===== src/rtl/div32u16_seq_pkg.sv =====
// div_pkg: shared types and constants for the sequential 32/16 unsigned divider
package div_pkg;
   localparam int DW = 32;
   localparam int QW = 16;
   localparam int CW = 5;
   localparam logic [QW-1:0] QSAT = 16'hFFFF;
   typedef enum logic [1:0] {IDLE, CALC, DONE} state_t;
endpackage


===== src/rtl/div32u16_seq_if.sv =====
// div32u16_seq_if: operand/result valid-ready bundle for the divider
interface div32u16_seq_if;
   import div_pkg::*;
   logic          in_valid;
   logic          in_ready;
   logic [DW-1:0] A;
   logic [QW-1:0] B;
   logic          out_valid;
   logic          out_ready;
   logic [QW-1:0] Q;
   logic [QW-1:0] R;
   logic          div_by_zero;
   logic          overflow;
   modport master (output in_valid, A, B, out_ready,
                   input in_ready, out_valid, Q, R, div_by_zero, overflow);
   modport slave  (input in_valid, A, B, out_ready,
                   output in_ready, out_valid, Q, R, div_by_zero, overflow);
endinterface


===== src/rtl/div32u16_seq_step.sv =====
// div_step: one restoring-division iteration (shift in a dividend bit, trial subtract)
module div_step
   import div_pkg::*;
(
   input  logic [16:0]   rem,
   input  logic          bit_in,
   input  logic [QW-1:0] dsr,
   output logic [16:0]   rem_nxt,
   output logic          qbit
);
   logic [17:0] t;
   logic [17:0] d;
   // the borrow out of the 18-bit trial subtract is the inverted quotient bit
   always_comb begin
      t       = {rem, bit_in};
      d       = t - {2'b00, dsr};
      qbit    = ~d[17];
      rem_nxt = qbit ? d[16:0] : t[16:0];
   end
endmodule


===== src/rtl/div32u16_seq.sv =====
// div32u16_seq: radix-2 restoring 32/16 unsigned divider with optional quotient truncation
module div32u16_seq
   import div_pkg::*;
#(
   parameter int TRUNC = 0
)
(
   input  logic           clk,
   input  logic           rst_n,
   div32u16_seq_if.slave  io
);
   localparam int N = QW - TRUNC;
   state_t        state;
   logic [16:0]   rem;
   logic [16:0]   rem_nxt;
   logic [QW-1:0] dsr;
   logic [QW-1:0] bsave;
   logic [QW-1:0] quot;
   logic [QW-1:0] q_r;
   logic [QW-1:0] r_r;
   logic [CW-1:0] cnt;
   logic          qbit;
   logic          dbz_r;
   logic          ovf_r;
   div_step u_step (
      .rem     (rem),
      .bit_in  (dsr[QW-1]),
      .dsr     (bsave),
      .rem_nxt (rem_nxt),
      .qbit    (qbit)
   );
   assign io.in_ready    = state == IDLE;
   assign io.out_valid   = state == DONE;
   assign io.Q           = q_r;
   assign io.R           = r_r;
   assign io.div_by_zero = dbz_r;
   assign io.overflow    = ovf_r;
   // accept operands, iterate one quotient bit per edge, hold the result until drained
   always_ff @(posedge clk or negedge rst_n) begin
      if (!rst_n) begin
         state <= IDLE;
         rem   <= '0;
         dsr   <= '0;
         bsave <= '0;
         quot  <= '0;
         cnt   <= '0;
         q_r   <= '0;
         r_r   <= '0;
         dbz_r <= 1'b0;
         ovf_r <= 1'b0;
      end else begin
         case (state)
            IDLE: if (io.in_valid) begin
               rem   <= {1'b0, io.A[DW-1:QW]};
               dsr   <= io.A[QW-1:0];
               bsave <= io.B;
               cnt   <= CW'(N);
               quot  <= '0;
               dbz_r <= io.B == '0;
               ovf_r <= io.B != '0 && io.A[DW-1:QW] >= io.B;
               if (io.B == '0) begin
                  q_r   <= QSAT;
                  r_r   <= io.A[QW-1:0];
                  state <= DONE;
               end else if (io.A[DW-1:QW] >= io.B) begin
                  q_r   <= QSAT;
                  r_r   <= '0;
                  state <= DONE;
               end else begin
                  state <= CALC;
               end
            end
            CALC: begin
               rem  <= rem_nxt;
               dsr  <= dsr << 1;
               quot <= {quot[QW-2:0], qbit};
               cnt  <= cnt - CW'(1);
               if (cnt == CW'(1)) begin
                  q_r   <= {quot[QW-2:0], qbit} << TRUNC;
                  r_r   <= TRUNC == 0 ? rem_nxt[QW-1:0] : '0;
                  state <= DONE;
               end
            end
            DONE: if (io.out_ready) state <= IDLE;
            default: state <= IDLE;
         endcase
      end
   end
endmodule


===== src/flat_wrapper.sv =====
// flat-port wrapper written by rule: the top's interface ports become plain ports
module div32u16_seq_flat import div_pkg::*;
#(
   parameter int TRUNC = 0
)
  (clk, rst_n, io_in_valid, io_A, io_B, io_out_ready, io_in_ready, io_out_valid, io_Q, io_R, io_div_by_zero, io_overflow);
  div32u16_seq_if io_i ();
  input  logic clk;
  input  logic rst_n;
  input wire logic [$bits(io_i.in_valid)-1:0] io_in_valid;
  input wire logic [$bits(io_i.A)-1:0] io_A;
  input wire logic [$bits(io_i.B)-1:0] io_B;
  input wire logic [$bits(io_i.out_ready)-1:0] io_out_ready;
  output wire logic [$bits(io_i.in_ready)-1:0] io_in_ready;
  output wire logic [$bits(io_i.out_valid)-1:0] io_out_valid;
  output wire logic [$bits(io_i.Q)-1:0] io_Q;
  output wire logic [$bits(io_i.R)-1:0] io_R;
  output wire logic [$bits(io_i.div_by_zero)-1:0] io_div_by_zero;
  output wire logic [$bits(io_i.overflow)-1:0] io_overflow;
  assign io_i.in_valid = io_in_valid;
  assign io_i.A = io_A;
  assign io_i.B = io_B;
  assign io_i.out_ready = io_out_ready;
  assign io_in_ready = io_i.in_ready;
  assign io_out_valid = io_i.out_valid;
  assign io_Q = io_i.Q;
  assign io_R = io_i.R;
  assign io_div_by_zero = io_i.div_by_zero;
  assign io_overflow = io_i.overflow;
  div32u16_seq #(.TRUNC(TRUNC)) u_core (.clk(clk), .rst_n(rst_n), .io(io_i));
endmodule

===== config.mk =====
export PLATFORM = sky130hd
export DESIGN_NAME = div32u16_seq_flat
export DESIGN_NICKNAME = d
export VERILOG_FILES = /design/src/rtl/div32u16_seq_pkg.sv /design/src/rtl/div32u16_seq_if.sv /design/src/rtl/div32u16_seq_step.sv /design/src/rtl/div32u16_seq.sv /design/src/flat_wrapper.sv
export SDC_FILE = /design/constraint.sdc
export NUM_CORES = 1
export LEC_CHECK = 0
export BUFFER_PORTS_ARGS = -buffer_cell sky130_fd_sc_hd__buf_4
export CORE_MARGIN = 1.5
export CORE_UTILIZATION = 26
export CTS_BUF_LIST = sky130_fd_sc_hd__clkbuf_8
export DETAILED_ROUTE_END_ITERATION = 10
export GPL_ROUTABILITY_DRIVEN = 0
export SYNTH_ARGS = -nofsm -noshare
export SYNTH_HDL_FRONTEND = slang
export SYNTH_SLANG_ARGS = --single-unit

===== constraint.sdc =====
create_clock -name clk -period 6.76 [get_ports clk]
set_clock_uncertainty 0.05 [all_clocks]
set_input_delay 1.352 -clock clk [delete_from_list [all_inputs] [get_ports clk]]
set_output_delay 1.352 -clock clk [all_outputs]
set_load 0.05 [all_outputs]

* Word-level counts from Yosys, hierarchy flattened
Index checks and enable logic that the tools add are counted. Widths: inputs -> output; s select.
Word-level totals: bits in registers 105, bits of input ports 52
Operators by class: $add $sub $neg 2, order comparisons 1, eq/ne operators 7, mux-type cells 25, bitwise logic cells 1, reductions and logical operators 9
Operators by type and width (number):
- $mux 16 | 9
- $pmux 16 s2 | 3
- $mux 17 | 2
- $pmux 17 s2 | 1
- $pmux 15 s2 | 1
- $sub 18x16->18 | 1
- $ge 16x16->1 | 1
- $logic_not 16->1 | 1
- $reduce_bool 16->1 | 1
- $mux 15 | 1
- $mux 2 | 5
- $pmux 5 s2 | 1
- $pmux 2 s3 | 1
- $eq 5x1->1 const B | 1
- $mux 5 | 1
- $sub 5x1->5 const B | 1
- $ne 2x2->1 const B | 2
- $reduce_and 2->1 | 2
- $reduce_and 4->1 | 1
- $ne 3x1->1 const B | 1
- $reduce_and 3->1 | 1
- $eq 2x1->1 const B | 1
- $eq 2x2->1 const B | 1
- $logic_not 2->1 | 1
- 4 further kinds | 4

* Logic depth before layout (Yosys ltp)
depth after elaboration 5, gate-level depth with buffers 11

* Hierarchy
Synthesis repeated with hierarchy kept, for this count alone.
Second synthesis, totals: cells, all modules 672, area total of the unflattened synthesis 6254.7 sq um
Modules (own cells, without submodules):
- div32u16_seq | instances 1, cells each 524, area each 5103.6 sq um
- div_step | instances 1, cells each 148, area each 1151.1 sq um

* Worst setup path after synthesis
OpenSTA, ideal clock, no wires.
path type input-to-reg, from input io_B[5], to register u_core.q_r[0] (netlist: u_core.io.Q[0]), library setup time 136 ps, arrival time 3191 ps, data required time 6574 ps, path slack 3382 ps, stages 10, path buffers 2, cells stage by stage inv_1 > ha_1 > and3_1 > a221o_1 > a31oi_1 > o41a_1 > a32o_1 > buf_2 > clkbuf_1 > o21ai_0
On the way: cells in the longest elaborated chain, start to end 4
RTL lines:
- from (decl) | line flat_wrapper.sv:12 | input wire logic [$bits(io_i.B)-1:0] io_B;
- parallel branches: the longest is 4 deep, another holds $ge 16x16->1
- to (signal assigned) | line div32u16_seq.sv:79 | q_r <= {quot[QW-2:0], qbit} << TRUNC;
- to (decl) | line div32u16_seq.sv:19 | logic [QW-1:0] q_r;
Parallel ways; which one is timed is not known. The select of a mux whose other input is x is not followed. A chain may end at the register's enable or synchronous reset.

* Worst setup path after layout
from input io_B[5], to register u_core.r_r[10] (netlist: u_core.io.R[10])
On the way: cells in the longest elaborated chain, start to end 4
RTL lines:
- parallel branches: the longest is 4 deep, another holds $ge 16x16->1
- to (signal assigned) | line div32u16_seq.sv:63 | r_r <= io.A[QW-1:0];
- to (signal assigned) | line div32u16_seq.sv:80 | r_r <= TRUNC == 0 ? rem_nxt[QW-1:0] : '0;
- to (decl) | line div32u16_seq.sv:20 | logic [QW-1:0] r_r;
Parallel ways; which one is timed is not known. The select of a mux whose other input is x is not followed.

==> flow_summary.json <==
{
  "netlist_area_um2": 6010,
  "drt-initial-drc-count": 309,
  "number_of_clock_sinks_seen_by_cts": 105,
  "cts.clk_slew.worst_paths_ps": 110,
  "timing.fmax_mhz": 277,
  "synth.lib_cells_used.distinct": 59,
  "synthesis.yosys.warnings": 0,
  "floorplan.initialDensity_pct": 26.5,
  "min_path_type": "reg2reg",
  "avgSynthCellArea_um2": 8.63,
  "synth_compound_gate_area_share_pct": 18.9,
  "clock_insertion_delay_worst_skew_ps": 390,
  "largest_family_of_logic_cells_by_synthesized_area": "simple AND/OR/NAND/NOR gates",
  "die_area_um2": 24000,
  "clk_path_buf_depth": 2,
  "maxSlewViolCount": 0,
  "postRouteAntennaNets": 0,
  "route.detailed.wl_per_inst_um": 15.6,
  "worst_slew_margin_relative_to_its_limit_pct": 33.5,
  "first_pass_grt_wire_length_mm": 26.9,
  "synthTopCellsByCount": "sky130_fd_sc_hd__nand2_1 (181), sky130_fd_sc_hd__dfrtp_1 (105), sky130_fd_sc_hd__o21ai_0 (67)",
  "post_synth_fa_ha_maj_area_fraction_pct": 7.41,
  "timing_worst_slew_pin_value_ps": 994,
  "core_um2": 22600,
  "vias_after_detailed_routing": 5104,
  "tritoncts": "yes",
  "synth-seq-area-share_pct": 43.7,
  "die_height_um": 155,
  "syn_to_final_growth_pct": 18.2,
  "crit_fanout": 64,
  "antenna_found_initial": 0,
  "critical_path.endpoint": "u_core.io.R[10]$_DFFE_PN0P_",
  "critical_path_class": "in2reg",
  "post_cts_buffers": 0,
  "setup_tns_ps": 0,
  "top_level_ports": 88,
  "htree_levels": 3,
  "grt_start_max_net_pins": 72,
  "synth_async_sr_flop_share_pct": 100,
  "insertedDiodeCount": 0,
  "synthMuxAreaShare_pct": 3.02,
  "synth.net_count": 783,
  "grtUsageTotal_pct": 14.3,
  "num-nets-final": 851,
  "crit-reg2reg-capture": "u_core.io.R[11]$_DFFE_PN0P_",
  "setup_viol": 0,
  "data_arrival_time_of_the_critical_path_ps": 3840,
  "first_global_vias": 5028,
  "synthMostInstantiatedCell": "sky130_fd_sc_hd__nand2_1",
  "synth_enable_flop_cells": 0,
  "biggest_area_consumer_among_synthesized_cells": "sky130_fd_sc_hd__dfrtp_1",
  "die-width_um": 155,
  "worst_ep_required_time_ps": 6990,
  "rsz0062_at_grt": "false",
  "max_cap_violations": 0,
  "io_buffer_count": 87,
  "worst_setup_path_start_kind": "input port",
  "r2r_cells": 8,
  "status": "finished clean",
  "post_dp_area_um2": 6920,
  "finalCriticalPeriod_ps": 3610,
  "synth.top_cells.by_area": "sky130_fd_sc_hd__dfrtp_1 (44%), sky130_fd_sc_hd__nand2_1 (11%), sky130_fd_sc_hd__ha_1 (7.1%)",
  "netlist_instances": 696,
  "postLayoutCellArea_um2": 7110,
  "setup_slack_reg_to_reg_ps": 3570,
  "synth_top_area_share_pct": 43.7,
  "detail_route.drc_violations": 0,
  "hold_violations": 0,
  "totalWireLength_mm": 16.5,
  "dr.pass1.iters": 4,
  "detail_route.vias_per_cell": 4.84,
  "synth_top_flop_cell": "sky130_fd_sc_hd__dfrtp_1",
  "hpwlAfterDp_mm": 12.1,
  "synth_xor_xnor_area_share_pct": 2.21,
  "fillCellCount": 2340,
  "cts-hold-fix-buffers": 0,
  "reg2reg_from": "u_core.rem[7]$_DFFE_PN0P_",
  "cp-end-kind": "flop",
  "crit_start": "io_B[5]",
  "final_layout_size_suffix_gt1_share_pct": 17.2,
  "synth-simple-area-share_pct": 19.5,
  "clk_root_buffer_cell": "sky130_fd_sc_hd__clkbuf_8",
  "synth_seq_cells": 105,
  "post_cts_resized": 0,
  "tritoncts.num_buffers": 9,
  "grt_remaining_overflow": 0,
  "timing.final.crit_share_pct": 53.4,
  "row_count": 55
}
[area by class of cell]
cell class	instances	area (µm²)	area share, %
Sequential cell	105	2630	37.0
Tap cell	285	357	5.02
Clock inverter	7	60.1	0.845
Inverter	42	158	2.22
Timing Repair Buffer	94	706	9.93
Multi-Input combinational cell	512	3070	43.3
Clock buffer	9	124	1.74
[flip-flops by register name, summed over array words and instances, names as in the netlist]
| signal | count |
|---|---|
| u_core.bsave | 16 |
| u_core.cnt | 5 |
| u_core.dsr | 16 |
| u_core.io.Q | 16 |
| u_core.io.R | 16 |
| u_core.io.div_by_zero | 1 |
| u_core.io.overflow | 1 |
| u_core.quot | 15 |
| u_core.rem | 17 |
| u_core.state | 2 |
[cell families after synthesis]
family	Yosys count
flip-flops	105
AO/OA/AOI/OAI	171
adder cells (fa/ha/maj)	35
multiplexers	17
AND/OR/NAND/NOR	276
XOR/XNOR	13
buffers and inverters	79
[worst max-delay path, cell delays in order]
cell	delay [ps]
sky130_fd_sc_hd__buf_4	90
sky130_fd_sc_hd__inv_1	40
sky130_fd_sc_hd__ha_1	290
sky130_fd_sc_hd__and3_1	200
sky130_fd_sc_hd__a221o_1	340
sky130_fd_sc_hd__a31oi_1	240
sky130_fd_sc_hd__o41a_1	280
sky130_fd_sc_hd__a32o_2	190
sky130_fd_sc_hd__buf_4	510
sky130_fd_sc_hd__nor2b_1	200
sky130_fd_sc_hd__o211ai_1	100
[through the flow]
| step | hold slack, ps | util, % | cells | worst slack [ps] |
|---|---|---|---|---|
| CTS | 435 | 31.4 | 1054 | 3180 |
| detailed placement | 413 | 30.6 | 1038 | 2740 |
| global route | 467 | 31.4 | 1054 | 3050 |
| global placement | 409 | 30.6 | 1038 | 2770 |
| finish | 434 | 31.4 | 1054 | 3150 |
| floorplan | 396 | - | 696 | 3380 |
[worst min-delay path by stage]
| stage | start | end | slack, ps | depth (start not counted) |
|---|---|---|---|---|
| final | u_core.dsr[13]$_DFFE_PN0P_ | u_core.dsr[13]$_DFFE_PN0P_ | 430 | 2 |
| after detailed placement | u_core.dsr[12]$_DFFE_PN0P_ | u_core.dsr[12]$_DFFE_PN0P_ | 410 | 2 |
| after CTS | u_core.cnt[4]$_DFFE_PN0P_ | u_core.cnt[4]$_DFFE_PN0P_ | 430 | 1 |
| after floorplan | u_core.cnt[4]$_DFFE_PN0P_ | u_core.cnt[4]$_DFFE_PN0P_ | 400 | 1 |
| after global placement | u_core.cnt[4]$_DFFE_PN0P_ | u_core.cnt[4]$_DFFE_PN0P_ | 410 | 1 |
| after global routing | u_core.dsr[11]$_DFFE_PN0P_ | u_core.dsr[11]$_DFFE_PN0P_ | 470 | 2 |
[metal layers]
layer  global-route usage, %  up-vias  wire length (µm)  share of wire, %
li1                        -     2532                 -                 -
met1                    19.5     2449              7980                48
met2                    22.6      103              7530                46
met3                    2.84       20               663               4.0
met4                    4.90        0               311               1.9
met5                       0        -                 0                 0
[cells in the final DEF, fill, tap and decap left out, types with 6 or more instances in the layout]
| cell type | Yosys | final |
|---|---|---|
| sky130_fd_sc_hd__a22oi_1 | 14 | 14 |
| sky130_fd_sc_hd__clkbuf_8 | 0 | 9 |
| sky130_fd_sc_hd__xnor2_1 | 10 | 10 |
| sky130_fd_sc_hd__nand3_1 | 11 | 11 |
| sky130_fd_sc_hd__nand2_1 | 181 | 181 |
| sky130_fd_sc_hd__a21oi_1 | 31 | 31 |
| sky130_fd_sc_hd__o221ai_1 | 7 | 7 |
| sky130_fd_sc_hd__and3_1 | 11 | 11 |
| sky130_fd_sc_hd__a21o_1 | 6 | 6 |
| sky130_fd_sc_hd__o221ai_2 | 7 | 7 |
| sky130_fd_sc_hd__mux2i_1 | 14 | 14 |
| sky130_fd_sc_hd__o21ai_0 | 67 | 67 |
| sky130_fd_sc_hd__dfrtp_1 | 105 | 105 |
| sky130_fd_sc_hd__inv_1 | 41 | 41 |
| sky130_fd_sc_hd__buf_4 | 2 | 94 |
| sky130_fd_sc_hd__ha_1 | 34 | 34 |
| sky130_fd_sc_hd__nor2_1 | 39 | 38 |
Power is left out: the tool's default activity adds up to more than one toggle a clock period on the data nets, which glitch-free logic cannot reach.
